<file path="src/rtl/switch_debounce8.sv">
// Eight-channel slide-switch debouncer. Each channel synchronizes its raw
// input, then only accepts a new level after it has persisted for
// DEBOUNCE_CYCLES consecutive synchronized cycles. Edge pulses are registered
// together with the accepted level.

module switch_debounce8_lane #(
  parameter int DEBOUNCE_CYCLES = 16
) (
  input  logic clk,
  input  logic rst_n,
  input  logic raw_i,
  output logic stable_o,
  output logic rise_o,
  output logic fall_o
);
  localparam int CW = $clog2(DEBOUNCE_CYCLES);
  localparam logic [CW-1:0] TERM = CW'(DEBOUNCE_CYCLES - 1);

  logic          sync1_q, sync2_q;
  logic          stable_q, stable_d;
  logic          rise_q, rise_d, fall_q, fall_d;
  logic [CW-1:0] cnt_q, cnt_d;

  // Count cycles the synchronized level disagrees with the accepted one;
  // any agreement clears the count, the terminal count accepts the new level.
  always_comb begin
    cnt_d    = '0;
    stable_d = stable_q;
    rise_d   = 1'b0;
    fall_d   = 1'b0;
    if (sync2_q != stable_q) begin
      if (cnt_q == TERM) begin
        stable_d = sync2_q;
        rise_d   = sync2_q;
        fall_d   = ~sync2_q;
      end else begin
        cnt_d = cnt_q + CW'(1);
      end
    end
  end

  // Synchronizer, counter, accepted level and one-cycle edge pulses.
  always_ff @(posedge clk or negedge rst_n) begin
    if (!rst_n) begin
      sync1_q  <= 1'b0;
      sync2_q  <= 1'b0;
      stable_q <= 1'b0;
      cnt_q    <= '0;
      rise_q   <= 1'b0;
      fall_q   <= 1'b0;
    end else begin
      sync1_q  <= raw_i;
      sync2_q  <= sync1_q;
      stable_q <= stable_d;
      cnt_q    <= cnt_d;
      rise_q   <= rise_d;
      fall_q   <= fall_d;
    end
  end

  assign stable_o = stable_q;
  assign rise_o   = rise_q;
  assign fall_o   = fall_q;
endmodule

module switch_debounce8 #(
  parameter int DEBOUNCE_CYCLES = 16
) (
  input  logic       clk,
  input  logic       rst_n,
  input  logic       in0,
  input  logic       in1,
  input  logic       in2,
  input  logic       in3,
  input  logic       in4,
  input  logic       in5,
  input  logic       in6,
  input  logic       in7,
  output logic       out0,
  output logic       out1,
  output logic       out2,
  output logic       out3,
  output logic       out4,
  output logic       out5,
  output logic       out6,
  output logic       out7,
  output logic [7:0] rise,
  output logic [7:0] fall,
  output logic       changed
);
  localparam int NUM_LANES = 8;

  logic [NUM_LANES-1:0] in_w, out_w;

  assign in_w = {in7, in6, in5, in4, in3, in2, in1, in0};

  for (genvar g = 0; g < NUM_LANES; g++) begin : g_lane
    switch_debounce8_lane #(.DEBOUNCE_CYCLES(DEBOUNCE_CYCLES)) u_lane (
      .clk      (clk),
      .rst_n    (rst_n),
      .raw_i    (in_w[g]),
      .stable_o (out_w[g]),
      .rise_o   (rise[g]),
      .fall_o   (fall[g])
    );
  end

  assign {out7, out6, out5, out4, out3, out2, out1, out0} = out_w;

  // Pulses are already registered, so this OR never sees the raw inputs.
  assign changed = |(rise | fall);
endmodule

</file>
<file path="config.mk">
export PLATFORM = sky130hd
export DESIGN_NAME = switch_debounce8
export DESIGN_NICKNAME = d
export VERILOG_FILES = /design/src/rtl/switch_debounce8.sv
export SDC_FILE = /design/constraint.sdc
export NUM_CORES = 1
export LEC_CHECK = 0
export ABC_AREA = 1
export BUFFER_PORTS_ARGS = -buffer_cell sky130_fd_sc_hd__buf_2
export CAP_MARGIN = 15
export CORE_MARGIN = 3
export CORE_UTILIZATION = 50
export CTS_CLUSTER_DIAMETER = 30
export DETAILED_ROUTE_END_ITERATION = 10
export PLACE_DENSITY = 0.69
export SLEW_MARGIN = 5
export SYNTH_ARGS = -nofsm -noshare
export SYNTH_HDL_FRONTEND = slang
export SYNTH_HIERARCHICAL = 1
export SYNTH_SLANG_ARGS = --single-unit
export TNS_END_PERCENT = 5
</file>
<file path="constraint.sdc">
create_clock -name clk -period 2.3 [get_ports clk]
set_input_delay 0 -clock clk [delete_from_list [all_inputs] [get_ports clk]]
set_output_delay 0 -clock clk [all_outputs]
set_load 0.05 [all_outputs]
</file>
==> results.json <==
{
  "drt-pass1-iter-count": 4,
  "crit_path_max_fanout": 2,
  "global_route_wire_length_before_repair_um": 7650,
  "tritoncts_clock_tree": "done",
  "fin_hold_ws_ns": 0.240,
  "place.gp.congestion": 0.705,
  "required_ns": 2.30,
  "layout.area.seq_um2": 1800,
  "wire_per_inst_um": 10.8,
  "cts_sinks": 72,
  "cts_setup_buffers": 0,
  "critPathSlowestCell": "dfrtp_1",
  "clk_root_buffer_cell": "clkbuf_8",
  "yosys-top-cells-area": "dfrtp_1 (65%), nand2_1 (8.2%), nor2_1 (7.8%)",
  "relSlewSlack": 0.573,
  "post-synth-top-count-cell": "dfrtp_1",
  "antenna_violations_before_repair": 0,
  "cts_made_buffers": 9,
  "portBuffers": 34,
  "flow.area_growth_from_synthesis_pct": 19.5,
  "clock_pin_slew_of_the_registers_on_the_worst_case_setup_and_hold_paths_ns": 0.07,
  "report.final.setup_viol": 0,
  "clock_skew_ns": 0.00509,
  "leading_post_synthesis_cells_by_instance_count": "dfrtp_1 (72), nand2_1 (61), nor2_1 (58)",
  "achievable-frequency_ghz": 0.723,
  "fin_crit_ns": 1.38,
  "global_route.usage.total": 0.158,
  "synth_top_area_cell": "dfrtp_1",
  "diodes": 0,
  "design.core.area_um2": 5240,
  "vdd.ir_drop.worst_uv": 439,
  "area_of_the_multi_input_gates_um2": 827,
  "finish.net_count": 352,
  "timing.final.crit_share": 0.602,
  "rr_endpoint": "g_lane[5].u_lane/cnt_q[3]$_DFF_PN0_",
  "synthesis.instances": 279,
  "synthesis.area_per_instance_um2": 9.96,
  "floorplan.io_pins": 35,
  "final-hold-violation-count": 0,
  "netlist_area_um2": 2780,
  "die_height_um": 80.6,
  "mappedNetlistNets": 297,
  "route.detailed.vias_per_inst": 4.62,
  "cp_cell_sequence": "nor2_1, nand2_1, nor2_1, nand2_1, buf_2",
  "final_util": 0.634,
  "final-max-slew-violation-count": 0,
  "grt_start_max_net_pins": 46,
  "critical_path.startpoint_type": "flop",
  "die_area_um2": 6490,
  "critPathKind": "reg2out",
  "worst-slew-pin-transition_ns": 0.640,
  "route.antenna.remaining_nets": 0,
  "placed_area_um2": 3060,
  "postLayoutCellArea_um2": 3320,
  "htree_num_levels": 3,
  "fillCellCount": 431,
  "floorplan.initialDensity": 0.531,
  "cap_viol_max_count": 0,
  "run_status": "complete, no violations",
  "yosys.area.top_type_share": 0.648,
  "slowest_delay_ns": 0.39,
  "rsz0062_at_grt": "no",
  "min_delay_path_class": "in2async",
  "number_of_warnings_reported_in_the_yosys_synthesis_log": 6,
  "synth_edf_count": 0,
  "setup.reg_to_reg.worst_slack_ns": 1.25,
  "vias": 1880,
  "worstRegToRegCells": 4,
  "die-width_um": 80.6,
  "clk_path_buf_depth": 2,
  "synthFlopType": "dfrtp_1",
  "drt_iter0_drc": 63,
  "dp_hpwl_um": 3150,
  "fp-row-count": 26,
  "critical_path_arrival_ns": 1.38,
  "power.density_nw_per_um2": 711,
  "grt-ovfl-total": 0,
  "routed_wirelength_um": 4400,
  "synth_seq_cells": 72,
  "drc": 0,
  "clk_lat_worst_skew_ns": 0.33,
  "worstSetupEndpointType": "output port",
  "synth.distinct_cells": 10,
  "final_layout_size_suffix_gt1_frac": 0.163,
  "worstReg2RegStart": "g_lane[5].u_lane/cnt_q[0]$_DFF_PN0_",
  "timing.setup.tns_ns": 0,
  "ys_seq_area_frac": 0.648,
  "static-leakage-power_uw": 0.00177,
  "async_flop_share": 1.00,
  "grt_pass1_vias": 1803
}
layer usage:
layer  vias up  part of all wire  GRT usage
li1        966                 -          -
met5         -                 0          0
met1       879              0.46      0.192
met4         0             0.020     0.0861
met2        26              0.48      0.257
met3         9             0.036     0.0392
flip-flops by register name (all words and copies together) (netlist names):
signal and flops:
g_lane.u_lane/rise_o 8, g_lane.u_lane/cnt_q 32, g_lane.u_lane/sync2_q 8, g_lane.u_lane/stable_o 8
g_lane.u_lane/sync1_q 8, g_lane.u_lane/fall_o 8
cells in the final DEF (no fill, tap or decap), drive strengths merged:
cell type	n
dfrtp	72
nand2	61
nor2	58
inv	40
buf	35
nand3	16
clkbuf	14
dlygate4sd3	9
xnor2	8
nand4	8
o21ai	8
ha	8
cells by family after synthesis:
kind of cell,synth area share
buf+inv,0.0540
xor+xnor,0.0252
simple gates,0.222
flops,0.648
compound gates,0.0144
fa+ha+maj,0.0360
worst max path at each step:
| stage | endpoint | slack (ns) | startpoint | cells past startpoint |
|---|---|---|---|---|
| 2_1_floorplan | changed | 1.15 | g_lane[1].u_lane/fall_o$_DFF_PN0_ | 4 |
| 3_3_place_gp | changed | 1.27 | g_lane[0].u_lane/rise_o$_DFF_PN0_ | 5 |
| 3_5_place_dp | g_lane[3].u_lane/cnt_q[3]$_DFF_PN0_ | 1.27 | g_lane[3].u_lane/cnt_q[0]$_DFF_PN0_ | 4 |
| 4_1_cts | changed | 0.91 | g_lane[0].u_lane/rise_o$_DFF_PN0_ | 5 |
| 5_1_grt | changed | 0.84 | g_lane[6].u_lane/fall_o$_DFF_PN0_ | 5 |
| 6_report | changed | 0.92 | g_lane[0].u_lane/rise_o$_DFF_PN0_ | 5 |
power by group:
| part | leakage [uW] | internal (uW) | switching [uW] |
|---|---|---|---|
| clock network | 0.0000886 | 470 | 402 |
| logic | 0.000738 | 57.3 | 76.4 |
| registers | 0.000948 | 1310 | 39.6 |
layout make-up:
cell class	instances	share of cell area
sequential	72	0.543
multi-input combinational	167	0.249
tap	70	0.0264
timing repair buffer	44	0.0844
inverter	40	0.0452
clock buffer	14	0.0520
through the flow:
step	cells	total power (uW)	setup slack, ns
4_1_cts	407	2390	0.906
3_3_place_gp	384	1500	1.27
6_report	407	2360	0.916
5_1_grt	407	2470	0.843
3_5_place_dp	384	1500	1.27
2_1_floorplan	279	1450	1.15
what timing repair did:
action / in CTS / in global routing
endpoints found under the hold margin: 35 / 0
hold buffers: 9 / 0
gates resized for setup: 0 / 0
worst max-delay path, delay by kind of cell (launching register included):
| kind | cells | cell delay [ns] |
|---|---|---|
| buffers and inverters | 1 | 0.22 |
| flip-flops | 1 | 0.39 |
| AND/OR/NAND/NOR | 4 | 0.45 |
Note: power is estimated with default switching activity, not from simulation.
